### config.mk
export PLATFORM = sky130hd
export DESIGN_NAME = video_timing_generator
export DESIGN_NICKNAME = d
export VERILOG_FILES = /design/src/rtl/video_timing_generator_pkg.sv /design/src/rtl/video_timing_generator_tick_delay_line.sv /design/src/rtl/video_timing_generator.sv
export SDC_FILE = /design/constraint.sdc
export NUM_CORES = 1
export LEC_CHECK = 0
export ABC_CLOCK_PERIOD_IN_PS = 1600
export BUFFER_PORTS_ARGS = -buffer_cell sky130_fd_sc_hd__buf_4
export CORE_MARGIN = 3
export CORE_UTILIZATION = 52
export CTS_CLUSTER_DIAMETER = 80
export DETAILED_ROUTE_END_ITERATION = 10
export PLACE_DENSITY_LB_ADDON = 0.05
export REMOVE_ABC_BUFFERS = 1
export SLEW_MARGIN = 10
export SYNTH_ARGS = -nofsm -noshare
export SYNTH_HDL_FRONTEND = slang
export SYNTH_SLANG_ARGS = --single-unit
### constraint.sdc
create_clock -name clk_i -period 1.6 [get_ports clk_i]
set_input_delay 0.32 -clock clk_i [delete_from_list [all_inputs] [get_ports clk_i]]
set_output_delay 0.32 -clock clk_i [all_outputs]
set_load 0.03 [all_outputs]
### src/rtl/video_timing_generator_pkg.sv
// Package: video_pkg
// Shared raster timing types for the display path.
//   timing_t         active/front porch/sync/back porch lengths for one axis
//   raster_t         horizontal plus vertical timing of a complete mode
//   VGA_640x480      standard 640x480@60 timing, the generator defaults
//   raster_flags_t   per-position decode flags that travel down the latency pipe
//   sync_pol_e       asserted level of the sync pulses
//   total()          full period of an axis (active + porches + sync)
//   cnt_width()      counter width able to hold 0..n-1, never narrower than 1 bit
package video_pkg;

    typedef struct packed {
        int active;
        int fp;
        int sync;
        int bp;
    } timing_t;

    typedef struct packed {
        timing_t h;
        timing_t v;
    } raster_t;

    localparam raster_t VGA_640x480 = '{
        h: '{active: 640, fp: 16, sync: 96, bp: 48},
        v: '{active: 480, fp: 10, sync: 2,  bp: 33}
    };

    typedef enum logic {
        SYNC_ACTIVE_LOW  = 1'b0,
        SYNC_ACTIVE_HIGH = 1'b1
    } sync_pol_e;

    // Field order matters: it is also the bit order inside the latency pipe.
    typedef struct packed {
        logic act;
        logic hs;
        logic vs;
        logic ls;
        logic fs;
    } raster_flags_t;

    function automatic int total(input timing_t t);
        return t.active + t.fp + t.sync + t.bp;
    endfunction

    function automatic int cnt_width(input int n);
        return (n > 1) ? $clog2(n) : 1;
    endfunction

endpackage

### src/rtl/video_timing_generator_tick_delay_line.sv
// Module: tick_delay_line
// Fixed-depth shift register that only advances when enable_i is high, so that a
// signal can be delayed by a number of pixel ticks rather than clock cycles.
//   clk_i      system clock
//   reset_ni   asynchronous active-low reset, all stages load RESET_VALUE
//   enable_i   advance the pipe by one stage
//   clear_i    synchronous clear of all stages to RESET_VALUE, wins over enable_i
//   data_i     value entering the first stage
//   data_o     value leaving the last stage (DEPTH enabled advances later)
module tick_delay_line #(
    parameter int               WIDTH       = 1,
    parameter int               DEPTH       = 1,
    parameter logic [WIDTH-1:0] RESET_VALUE = '0
) (
    input  logic             clk_i,
    input  logic             reset_ni,
    input  logic             enable_i,
    input  logic             clear_i,
    input  logic [WIDTH-1:0] data_i,
    output logic [WIDTH-1:0] data_o
);

    logic [WIDTH-1:0] stage_q [DEPTH];
    logic [WIDTH-1:0] stage_d [DEPTH];

    always_comb begin
        for (int i = 0; i < DEPTH; i++) begin
            stage_d[i] = stage_q[i];
        end
        if (clear_i) begin
            for (int i = 0; i < DEPTH; i++) begin
                stage_d[i] = RESET_VALUE;
            end
        end else if (enable_i) begin
            stage_d[0] = data_i;
            for (int i = 1; i < DEPTH; i++) begin
                stage_d[i] = stage_q[i-1];
            end
        end
    end

    always_ff @(posedge clk_i or negedge reset_ni) begin
        if (!reset_ni) begin
            for (int i = 0; i < DEPTH; i++) begin
                stage_q[i] <= RESET_VALUE;
            end
        end else begin
            for (int i = 0; i < DEPTH; i++) begin
                stage_q[i] <= stage_d[i];
            end
        end
    end

    assign data_o = stage_q[DEPTH-1];

endmodule

### src/rtl/video_timing_generator.sv
// Module: video_timing_generator
// Parametrised raster timing generator: pixel-tick divider, horizontal/vertical
// counters, sync pulses of selectable polarity, line/frame strobes and a
// completed-frame counter. Coordinates leave the block LATENCY ticks ahead of
// the sync/visible/strobe outputs so frame-buffer reads can be issued early.
// reset_ni asserts asynchronously; its release is expected to be synchronous to
// clk_i (provided by the system reset controller).
//   clk_i          system clock
//   reset_ni       asynchronous active-low reset
//   restart_i      synchronous restart of the raster at h=0, v=0
//   tick_o         pixel-tick strobe, one clk wide
//   hsync_o        horizontal sync at the SYNC_POL level while asserted
//   vsync_o        vertical sync at the SYNC_POL level while asserted
//   video_en_o     visible-area flag
//   x_o / y_o      column / row inside the visible area, 0 elsewhere
//   pixel_o        linear address y*H_ACTIVE+x, held outside the visible area
//   line_start_o   one clk pulse at the start of each line
//   frame_start_o  one clk pulse at the start of each frame
//   frame_count_o  completed frames, wraps
module video_timing_generator
    import video_pkg::*;
#(
    parameter int H_ACTIVE  = VGA_640x480.h.active,
    parameter int H_FP      = VGA_640x480.h.fp,
    parameter int H_SYNC    = VGA_640x480.h.sync,
    parameter int H_BP      = VGA_640x480.h.bp,
    parameter int V_ACTIVE  = VGA_640x480.v.active,
    parameter int V_FP      = VGA_640x480.v.fp,
    parameter int V_SYNC    = VGA_640x480.v.sync,
    parameter int V_BP      = VGA_640x480.v.bp,
    parameter bit SYNC_POL  = 1'b0,
    parameter int PIXEL_DIV = 1,
    parameter int LATENCY   = 0,
    parameter int FRAME_W   = 16
) (
    input  logic                                clk_i,
    input  logic                                reset_ni,
    input  logic                                restart_i,
    output logic                                tick_o,
    output logic                                hsync_o,
    output logic                                vsync_o,
    output logic                                video_en_o,
    output logic [$clog2(H_ACTIVE):0]           x_o,
    output logic [$clog2(V_ACTIVE):0]           y_o,
    output logic [$clog2(H_ACTIVE*V_ACTIVE):0]  pixel_o,
    output logic                                line_start_o,
    output logic                                frame_start_o,
    output logic [FRAME_W-1:0]                  frame_count_o
);

    localparam int H_TOTAL = total(timing_t'{H_ACTIVE, H_FP, H_SYNC, H_BP});
    localparam int V_TOTAL = total(timing_t'{V_ACTIVE, V_FP, V_SYNC, V_BP});
    localparam int HW      = cnt_width(H_TOTAL);
    localparam int VW      = cnt_width(V_TOTAL);
    localparam int DW      = cnt_width(PIXEL_DIV);
    localparam int XW      = $clog2(H_ACTIVE) + 1;
    localparam int YW      = $clog2(V_ACTIVE) + 1;
    localparam int PW      = $clog2(H_ACTIVE*V_ACTIVE) + 1;

    localparam sync_pol_e POL          = sync_pol_e'(SYNC_POL);
    localparam logic      SYNC_ASSERT  = (POL == SYNC_ACTIVE_HIGH);
    localparam logic      SYNC_IDLE    = !SYNC_ASSERT;

    logic [DW-1:0]      div_q, div_d;
    logic [HW-1:0]      h_q, h_d;
    logic [VW-1:0]      v_q, v_d;
    logic [FRAME_W-1:0] frame_q, frame_d;
    logic [PW-1:0]      pixel_cnt_q, pixel_cnt_d;

    logic               tick_q, tick_d;
    logic               hsync_q, hsync_d;
    logic               vsync_q, vsync_d;
    logic               video_en_q, video_en_d;
    logic [XW-1:0]      x_q, x_d;
    logic [YW-1:0]      y_q, y_d;
    logic [PW-1:0]      pixel_q, pixel_d;
    logic               line_start_q, line_start_d;
    logic               frame_start_q, frame_start_d;

    logic               tick;
    logic               h_last;
    logic               v_last;
    raster_flags_t      flags_now;
    raster_flags_t      flags_dly;

    assign tick   = (int'(div_q) == PIXEL_DIV - 1);
    assign h_last = (int'(h_q) == H_TOTAL - 1);
    assign v_last = (int'(v_q) == V_TOTAL - 1);

    // Divider and raster counters; a line wrap and a frame wrap on the same
    // tick are applied together, and the frame count wraps naturally.
    always_comb begin
        div_d   = div_q;
        h_d     = h_q;
        v_d     = v_q;
        frame_d = frame_q;
        if (restart_i) begin
            div_d = '0;
            h_d   = '0;
            v_d   = '0;
        end else if (tick) begin
            div_d = '0;
            if (h_last) begin
                h_d = '0;
                if (v_last) begin
                    v_d     = '0;
                    frame_d = frame_q + 1'b1;
                end else begin
                    v_d = v_q + 1'b1;
                end
            end else begin
                h_d = h_q + 1'b1;
            end
        end else begin
            div_d = div_q + 1'b1;
        end
    end

    // Decode of the current counter position.
    always_comb begin
        flags_now.act = (int'(h_q) < H_ACTIVE) && (int'(v_q) < V_ACTIVE);
        flags_now.hs  = (int'(h_q) >= H_ACTIVE + H_FP) &&
                        (int'(h_q) <  H_ACTIVE + H_FP + H_SYNC);
        flags_now.vs  = (int'(v_q) >= V_ACTIVE + V_FP) &&
                        (int'(v_q) <  V_ACTIVE + V_FP + V_SYNC);
        flags_now.ls  = (h_q == '0);
        flags_now.fs  = (h_q == '0) && (v_q == '0);
    end

    // The latency stages sit ahead of the output flops so every pin stays a
    // plain register and the strobes can be cut to one clk there.
    generate
        if (LATENCY > 0) begin : g_latency
            tick_delay_line #(
                .WIDTH       ($bits(raster_flags_t)),
                .DEPTH       (LATENCY),
                .RESET_VALUE ('0)
            ) u_flags_delay (
                .clk_i    (clk_i),
                .reset_ni (reset_ni),
                .enable_i (tick),
                .clear_i  (restart_i),
                .data_i   (flags_now),
                .data_o   (flags_dly)
            );
        end else begin : g_no_latency
            assign flags_dly = flags_now;
        end
    endgenerate

    // Output registers. Coordinates use the undelayed decode; pixel address is
    // built by counting visible ticks so no multiplier is needed.
    always_comb begin
        tick_d        = tick && !restart_i;
        hsync_d       = hsync_q;
        vsync_d       = vsync_q;
        video_en_d    = video_en_q;
        x_d           = x_q;
        y_d           = y_q;
        pixel_d       = pixel_q;
        pixel_cnt_d   = pixel_cnt_q;
        line_start_d  = 1'b0;
        frame_start_d = 1'b0;
        if (restart_i) begin
            hsync_d     = SYNC_IDLE;
            vsync_d     = SYNC_IDLE;
            video_en_d  = 1'b0;
            x_d         = '0;
            y_d         = '0;
            pixel_d     = '0;
            pixel_cnt_d = '0;
        end else if (tick) begin
            hsync_d       = flags_dly.hs ? SYNC_ASSERT : SYNC_IDLE;
            vsync_d       = flags_dly.vs ? SYNC_ASSERT : SYNC_IDLE;
            video_en_d    = flags_dly.act;
            line_start_d  = flags_dly.ls;
            frame_start_d = flags_dly.fs;
            x_d           = flags_now.act ? XW'(h_q) : '0;
            y_d           = flags_now.act ? YW'(v_q) : '0;
            if (flags_now.fs) begin
                pixel_d     = '0;
                pixel_cnt_d = PW'(1);
            end else if (flags_now.act) begin
                pixel_d     = pixel_cnt_q;
                pixel_cnt_d = pixel_cnt_q + 1'b1;
            end
        end
    end

    always_ff @(posedge clk_i or negedge reset_ni) begin
        if (!reset_ni) begin
            div_q         <= '0;
            h_q           <= '0;
            v_q           <= '0;
            frame_q       <= '0;
            pixel_cnt_q   <= '0;
            tick_q        <= 1'b0;
            hsync_q       <= SYNC_IDLE;
            vsync_q       <= SYNC_IDLE;
            video_en_q    <= 1'b0;
            x_q           <= '0;
            y_q           <= '0;
            pixel_q       <= '0;
            line_start_q  <= 1'b0;
            frame_start_q <= 1'b0;
        end else begin
            div_q         <= div_d;
            h_q           <= h_d;
            v_q           <= v_d;
            frame_q       <= frame_d;
            pixel_cnt_q   <= pixel_cnt_d;
            tick_q        <= tick_d;
            hsync_q       <= hsync_d;
            vsync_q       <= vsync_d;
            video_en_q    <= video_en_d;
            x_q           <= x_d;
            y_q           <= y_d;
            pixel_q       <= pixel_d;
            line_start_q  <= line_start_d;
            frame_start_q <= frame_start_d;
        end
    end

    assign tick_o        = tick_q;
    assign hsync_o       = hsync_q;
    assign vsync_o       = vsync_q;
    assign video_en_o    = video_en_q;
    assign x_o           = x_q;
    assign y_o           = y_q;
    assign pixel_o       = pixel_q;
    assign line_start_o  = line_start_q;
    assign frame_start_o = frame_start_q;
    assign frame_count_o = frame_q;

endmodule
# == Word level (Yosys, flattened, before mapping) ==
# Index checks and enable logic that the tools add are counted.
# totals
regBits,104
inputBits,3
# classes
n_addsub,5
magnitude_cmp,6
eq_ne,3
mux,35
n_bitwise,3
reduce_logical,13
# ops
op,n
two-way mux 20 bit,8
two-way mux 10 bit,11
two-way mux 11 bit,2
"adder 10 x 1 -> 10 bit, second input constant",2
"adder 20 x 1 -> 20 bit, second input constant",1
logical NOT 10 bit,2
"< comparator 10 bit, second input constant",2
"< comparator 10 x 9 -> 1 bit, second input constant",2
"adder 16 x 1 -> 16 bit, second input constant",1
two-way mux 1 bit,14
"== test 10 bit, second input constant",1
"== test 10 x 9 -> 1 bit, second input constant",1
"greater-or-equal comparator 10 bit, second input constant",1
"greater-or-equal comparator 10 x 9 -> 1 bit, second input constant",1
logical AND 1 bit,5
AND reduction 2 bit,2
AND reduction 4 bit,1
inverter 1 bit,3
nonzero test 3 bit,1
"inequality test 2 bit, second input constant",1
nonzero test 2 bit,1
"adder 1 bit, second input constant",1
logical NOT 1 bit,1

# == Depth between registers and ports, before layout ==
# Gate-level depths: netlist of run 1.
# depth
ltp_word,6
depth_mapped,8
depth_no_buf,6

# == Worst setup path before layout of run 1 ==
# No wires, ideal clock.
# synth_path
kind,flip-flop to flip-flop
startpoint,register h_q[0]
endpoint,register v_q[7]
setup_time_ps,121
arrival_time_ps,1645
required_time_ps,1479
slack_ps,-166
path_stages_with_launch,8
n_path_buf,2
period_less_slack_ps,1766
path_cell_list,dfrtp_1 > ha_1 > and4_1 > buf_2 > and4_1 > buf_2 > a31o_1 > a22o_1
# synth_between
elab_chain_len,3
# synth_lines
element,line,rtl
from (decl),video_timing_generator.sv:65,"logic [HW-1:0] h_q, h_d;"
from (signal assigned),video_timing_generator.sv:193,h_q <= '0;
from (signal assigned),video_timing_generator.sv:208,h_q <= h_d;
== test 10 x 9 -> 1 bit,video_timing_generator.sv:87,assign h_last = (int'(h_q) == H_TOTAL - 1);
nonzero test 2 bit (no line),n/a,
AND reduction 2 bit (no line),n/a,
to (signal assigned),video_timing_generator.sv:209,v_q <= v_d;
to (decl),video_timing_generator.sv:66,"logic [VW-1:0] v_q, v_d;"
# Every way passes these cells.
# A chain may end at the register's enable or synchronous reset.

# == Worst setup path in the final report of run 1 ==
# layout_path
startpoint,register v_q[5]
endpoint,register pixel_cnt_q[10]
# layout_between
elab_chain_len,5
elab_cells_between_ends,9
# layout_lines
element,line,rtl
branches (longest 5 deep; another with < comparator 10 x 9 -> 1 bit),n/a,
to (signal assigned),video_timing_generator.sv:211,pixel_cnt_q <= pixel_cnt_d;
to (decl),video_timing_generator.sv:68,"logic [PW-1:0] pixel_cnt_q, pixel_cnt_d;"
# Several ways; the timed one is not identified. The select of a mux whose other input is x is not followed.

==> results of run 1 <==
## Yosys cell counts, drive strengths merged (3+ instances only)
cell type and count:
dfrtp 100, clkbuf 9, or4 11, and3 20
and4 13, a31o 3, nand2 57, nor4b 3
buf 20, nor3 12, inv 6, o21ai 5
a21oi 36, or3 6, a31oi 6, and2 7
nor2 24, o31ai 13, xnor2 16, xor2 13
nand4 20, nand3 19, ha 6
## cell type report
class | instances | area [um2] | share of cell area [%]
sequential | 102 | 2570 | 37.7
multi-input combinational | 310 | 2350 | 34.5
timing repair buffer | 172 | 1550 | 22.7
clock buffer | 11 | 141 | 2.08
tap | 105 | 131 | 1.93
clock inverter | 5 | 57.6 | 0.845
inverter | 6 | 22.5 | 0.331
## path summary, 6_finish.rpt
check / end / slack, ps / startpoint / depth (start not counted)
max: pixel_cnt_q[10] / -210 / v_q[5] / 6
min: pixel_o[15] / -10 / reset_ni / 2
max reg2reg: pixel_cnt_q[10] / -210 / v_q[5] / 6
min reg2reg: frame_count_o[15] / 480 / frame_count_o[15] / 1
max in group asynchronous: v_q[9] / 1160 / reset_ni / 2
min in group clk_i: v_q[6] / 340 / restart_i / 3
## logic make-up after synthesis
family	count (synthesis)	synth area share (%)
XOR/XNOR	29	5.43
multiplexers	1	0.241
adder cells (fa/ha/maj)	6	1.61
AO/OA/AOI/OAI	72	10.2
other	1	0.0802
AND/OR/NAND/NOR	199	23.9
buffers and inverters	35	3.91
flip-flops	102	54.7
## layer usage
layer / share of wire, % / track usage, % / up-vias
li1: - / - / 1910
met1: 45 / 33.1 / 2126
met5: 0 / 0 / -
met4: 2.3 / 6.74 / 0
met3: 6.1 / 4.50 / 37
met2: 46 / 35.5 / 172
## flip-flops by register name, indices dropped and copies added, names as in the netlist
name,count
pixel_cnt_q,20
y_o,10
frame_start_o,1
pixel_o,20
hsync_o,1
tick_o,1
v_q,10
vsync_o,1
x_o,10
line_start_o,1
video_en_o,1
frame_count_o,16
h_q,10
## stage by stage
stage,hold WS (ps),setup slack [ps]
global route,24.2,-235
floorplan,24.4,-1130
detailed placement,427,-226
finish,-11.5,-215
CTS,17.2,-152
global placement,422,-179
## report_power, final
group          total [W]  internal (W)  switching (W)
Combinational   0.000427      0.000182       0.000245
Sequential       0.00262       0.00260      0.0000172
Clock            0.00167      0.000771       0.000901
## worst reg2reg max path, cell delays in order, from the launching register on
cell and delay (ps):
dfrtp_2 490, nor2_2 320, nand4b_1 280, o21ai_4 230
buf_12 170, buf_12 150, a21oi_1 50
## what timing repair did
action,CTS,global route
cloned,2,11
pin swaps,13,24
setup buffers,10,13
resized for setup,36,105
setup endpoints to repair,71,82
==> summary.txt, run 1 <==
Synth area leaders -> dfrtp_1 (54%), nand2_1 (4.6%), a21oi_1 (3.5%), xnor2_1 (3.0%), and3_1 (2.7%)
total die area -> 0.0102 mm2
Residual DRC -> 0
startpoint class of the critical path -> flop
Worst setup EP type -> flop
post-route ant nets -> 0
placed cell areas -> 0.00577 mm2
Critical path buffers and inverters -> 2
delay of the slowest cell on the worst path -> 490 ps
Avg Inst Size Synth -> 10.5 um2
Synth Flop Type -> dfrtp_1
share of cells above drive strength 1 -> 46.2%
Pleak -> 3.15 nW
Max Cap Violations -> 0
clk sink count -> 102
RSZ-0062 raised after global routing -> yes
post-synth top area cell -> dfrtp_1
CP max-delay cell -> dfrtp_2
EDFF count, synth -> 0
Starting Density -> 55.2%
yosys warns -> 0
vias in the first global route -> 3846
Post-CTS Hold Fix Bufs -> 0
commonest cells after routing, fill and taps aside -> buf_4 (134), dfrtp_1 (91), nand2_1 (55)
Slew HR -> 64.4%
Reg clk slew, reported paths -> 100 ps
core region area -> 0.00846 mm2
period utilization -> 113%
total power -> 0.00472 W
max-slew violations -> 0
Peak Freq -> 551 MHz
commonest non-fill, non-tap cell in the layout -> buf_4
PortBufs -> 64
Async SR Flop Fraction -> 100%
CTS buffer count -> 9
final wirelength -> 13300 um
clk_skew -> 16.0 ps
gr ovfl total -> 0
first-pass GRT wire length -> 18600 um
Die X -> 101 um
largest net degree at the start of global routing -> 103
Placed Cells -> 663
drt initial violations -> 310
CTS H-Tree Depth -> 3
fin crit period -> 1810 ps
Yosys reg bits -> 102
status -> finished, violations left
arrival time at the worst endpoint -> 2050 ps
layout net count -> 610
worst slew pin tran -> 534 ps
failing checks -> hold timing, setup timing
vias per cell -> 5.97
area growth from synthesis to layout -> 45.8%
Cells after Synth -> 445
register area share after synthesis -> 54.7%
Top Family by Delay on Critical Path -> simple AND/OR/NAND/NOR gates
share of the synthesized area in the top cell type -> 53.5%
setup TNS after final layout -> -9020 ps
crit-path cells -> nor2_2 -> nand4b_1 -> o21ai_4 -> buf_12 -> buf_12 -> a21oi_1
diode count -> 0
CTS tree -> yes
per-cell routed wire length -> 18.7 um
clk root buf -> clkbuf_8
Max clock buf depth -> 2
Hold Path Class -> in -> async
GPL Wtd Cong -> 0.931
post-route setup slack -> -215 ps
synthesized area -> 0.00467 mm2
drt pass-1 iters -> 5
worst skew pair latency -> 370 ps
Max VDD drop -> 496 uV
final setup violation count -> 66
initial antenna violation count -> 0
final hold viol count -> 8
FILL cells -> 534
die height -> 101 um
worst path required time -> 1840 ps
library cells used by synthesis -> 49
Final Core Density -> 80.5%
peak fanout along the critical path -> 10
routed via count -> 4245
Final Cell Area -> 0.00681 mm2
pwr dens -> 693 mW/mm2
Rows -> 33
Setup Crit Path Kind -> reg -> reg
num ports -> 66
Final HPWL DP -> 7450 um
GR Util All Layers -> 23.0%
CP dominant cell by count -> buf_12
hold_ws -> -11.5 ps
Finished Layout Cells -> 711
(Power assumes the default switching activity.)
==> inputs of run 2 (changes only) <==
--- a/config.mk
+++ b/config.mk
@@ -5,10 +5,10 @@
 export SDC_FILE = /design/constraint.sdc
 export NUM_CORES = 1
 export LEC_CHECK = 0
-export ABC_CLOCK_PERIOD_IN_PS = 1600
+export ABC_CLOCK_PERIOD_IN_PS = 2000
 export BUFFER_PORTS_ARGS = -buffer_cell sky130_fd_sc_hd__buf_4
 export CORE_MARGIN = 3
-export CORE_UTILIZATION = 52
+export CORE_UTILIZATION = 55
 export CTS_CLUSTER_DIAMETER = 80
 export DETAILED_ROUTE_END_ITERATION = 10
 export PLACE_DENSITY_LB_ADDON = 0.05
==> constraint.sdc (replaced) <==
create_clock -name clk_i -period 2 [get_ports clk_i]
set_input_delay 0.4 -clock clk_i [delete_from_list [all_inputs] [get_ports clk_i]]
set_output_delay 0.4 -clock clk_i [all_outputs]
set_load 0.03 [all_outputs]
==> summary.txt, run 2 (same netlist as run 1, synthesis figures left out) <==
vias in the first global route -> 3481 (-9.5%)
delay of the slowest cell on the worst path -> 540 ps (+50 ps)
clk_skew -> 14.2 ps (-1.77 ps)
Final Core Density -> 69.7% (-11 points)
Setup Crit Path Kind -> reg -> reg
Rows -> 32 (-3.0%)
peak fanout along the critical path -> 12 (+2)
max-slew violations -> 0 (unchanged)
worst slack, placed -> 113 ps (+339 ps)
Hold Path Class -> in -> reg
Die X -> 98.2 um (-2.6%)
drt initial violations -> 151 (-51%)
layout net count -> 529 (-13%)
PortBufs -> 64 (unchanged)
Hold Crit Depth -> 2
worst skew pair latency -> 350 ps (-20 ps)
arrival time at the worst endpoint -> 2150 ps (+100 ps)
reg2reg start -> h_q[7]
hold_ws -> 386 ps (+397 ps)
post-route setup slack -> 132 ps (+347 ps)
Reg clk slew, reported paths -> 90 ps (about the same)
num ports -> 66 (unchanged)
commonest non-fill, non-tap cell in the layout -> dfrtp_1
Pleak -> 2.59 nW (-18%)
routed via count -> 3643 (-14%)
post-route ant nets -> 0 (unchanged)
GR Util All Layers -> 21.7% (-1.3 points)
total die area -> 0.00964 mm2 (-5.1%)
Max VDD drop -> 457 uV (-7.9%)
clk sink count -> 102 (unchanged)
Final HPWL DP -> 6810 um (-8.6%)
initial antenna violation count -> 0 (unchanged)
first-pass GRT wire length -> 17200 um (-7.5%)
drt pass-1 iters -> 4 (-1)
gr ovfl total -> 0 (unchanged)
Register-to-Register Path Depth -> 4 (-2)
r2r endpoint -> pixel_cnt_q[12]
diode count -> 0 (unchanged)
clk root buf -> clkbuf_8
setup TNS after final layout -> 0 ps (+9020 ps)
area growth from synthesis to layout -> 18.8%
R2R setup slack -> 130 ps (+350 ps)
largest net degree at the start of global routing -> 63 (-39%)
period utilization -> 93.4% (-20 points)
Max Cap Violations -> 0 (unchanged)
Min-Delay Endpoint -> h_q[2]
final hold viol count -> 0 (-8)
status -> complete, no violations
final wirelength -> 10100 um (-24%)
total power -> 0.00346 W (-27%)
startpoint class of the critical path -> flop
share of cells above drive strength 1 -> 23.0% (-23 points)
Residual DRC -> 0 (unchanged)
CTS buffer count -> 9 (unchanged)
vias per cell -> 5.81 (-2.7%)
Peak Freq -> 535 MHz (-2.9%)
CTS H-Tree Depth -> 3 (unchanged)
pwr dens -> 623 mW/mm2 (-10%)
Worst Hold Launch -> restart_i
GPL Wtd Cong -> 0.855 (-8.2%)
fin crit period -> 1870 ps (+53.3 ps)
RSZ-0062 raised after global routing -> no
final setup violation count -> 0 (-100%)
die height -> 98.2 um (-2.6%)
per-cell routed wire length -> 16.1 um (-14%)
Starting Density -> 58.7% (+3.4 points)
core region area -> 0.00797 mm2 (-5.9%)
post-CTS setup buffers -> 0 (-10)
Max clock buf depth -> 2 (unchanged)
commonest cells after routing, fill and taps aside -> dfrtp_1 (100), buf_4 (89), nand2_1 (57)
CP max-delay cell -> or4_1
crit-path cells -> o21ai_2 -> nand3_2 -> or4_1 -> a21oi_1
worst path required time -> 2280 ps (+440 ps)
CTS tree -> yes
Worst setup EP type -> flop
==> run 2: cell count changes in the layout (fill, tap and decap cells not counted), sizes merged <==
cell | previous run | this run
buf | 168 | 91
bufinv | 1 | 0
clkbuf | 15 | 13
clkinv | 3 | 1
clkinvlp | 0 | 2
dlygate4sd3 | 0 | 1
inv | 7 | 6
nand3 | 20 | 19
==> run 2: metal layers <==
metal	part of all wire, %	track usage [%]	wire (um)
met5	0	0	0
met4	0.75	7.14	76
met3	6.4	3.50	642
met2	44	31.8	4470
met1	49	33.3	4910
==> run 2: layout make-up <==
cell class              instances  area (um2)
flip-flops and latches        102        2550
clock buffers                  13         149
inverters                       6        22.5
multi-input cells             309        1960
clock inverters                 3        20.0
repair buffers                 92         718
well taps                     102         128
fillers                       623        2410
==> run 2: metrics by stage <==
step | area (um2) | std cells
floorplan | 4520 | 417
CTS | 5540 | 627
detailed placement | 5360 | 610
global route | 5550 | 627
finish | 5550 | 627
global placement | 5360 | 610
==> run 2: worst max-delay path by stage <==
stage           start                end  slack, ps
3_5_place_dp   v_q[1]     pixel_cnt_q[9]        110
2_1_floorplan  v_q[0]     pixel_cnt_q[2]       -730
4_1_cts        h_q[0]  frame_count_o[12]         80
5_1_grt        h_q[0]             v_q[5]         20
6_report       h_q[7]    pixel_cnt_q[12]        130
3_3_place_gp   v_q[1]   frame_count_o[1]        160
==> run 2: critical path: cells and delay by family (launching register included) <==
family	cells	cell delay, ps
and+or+nand+nor	2	830
AOI/OAI and AO/OA	2	480
DFF	1	480
==> run 2: timing repair <==
item	in CTS	in global routing
gates resized for setup	0	3
endpoints found under the hold margin	7	0
hold buffers	1	0
endpoints found under the setup margin	0	33
==> run 2: report_power, final <==
group | internal (W) | total [W] | switching, W
Combinational | 0.0000607 | 0.000200 | 0.000139
Clock | 0.000487 | 0.00116 | 0.000670
Sequential | 0.00208 | 0.00210 | 0.0000170
Total | 0.00263 | 0.00346 | 0.000827
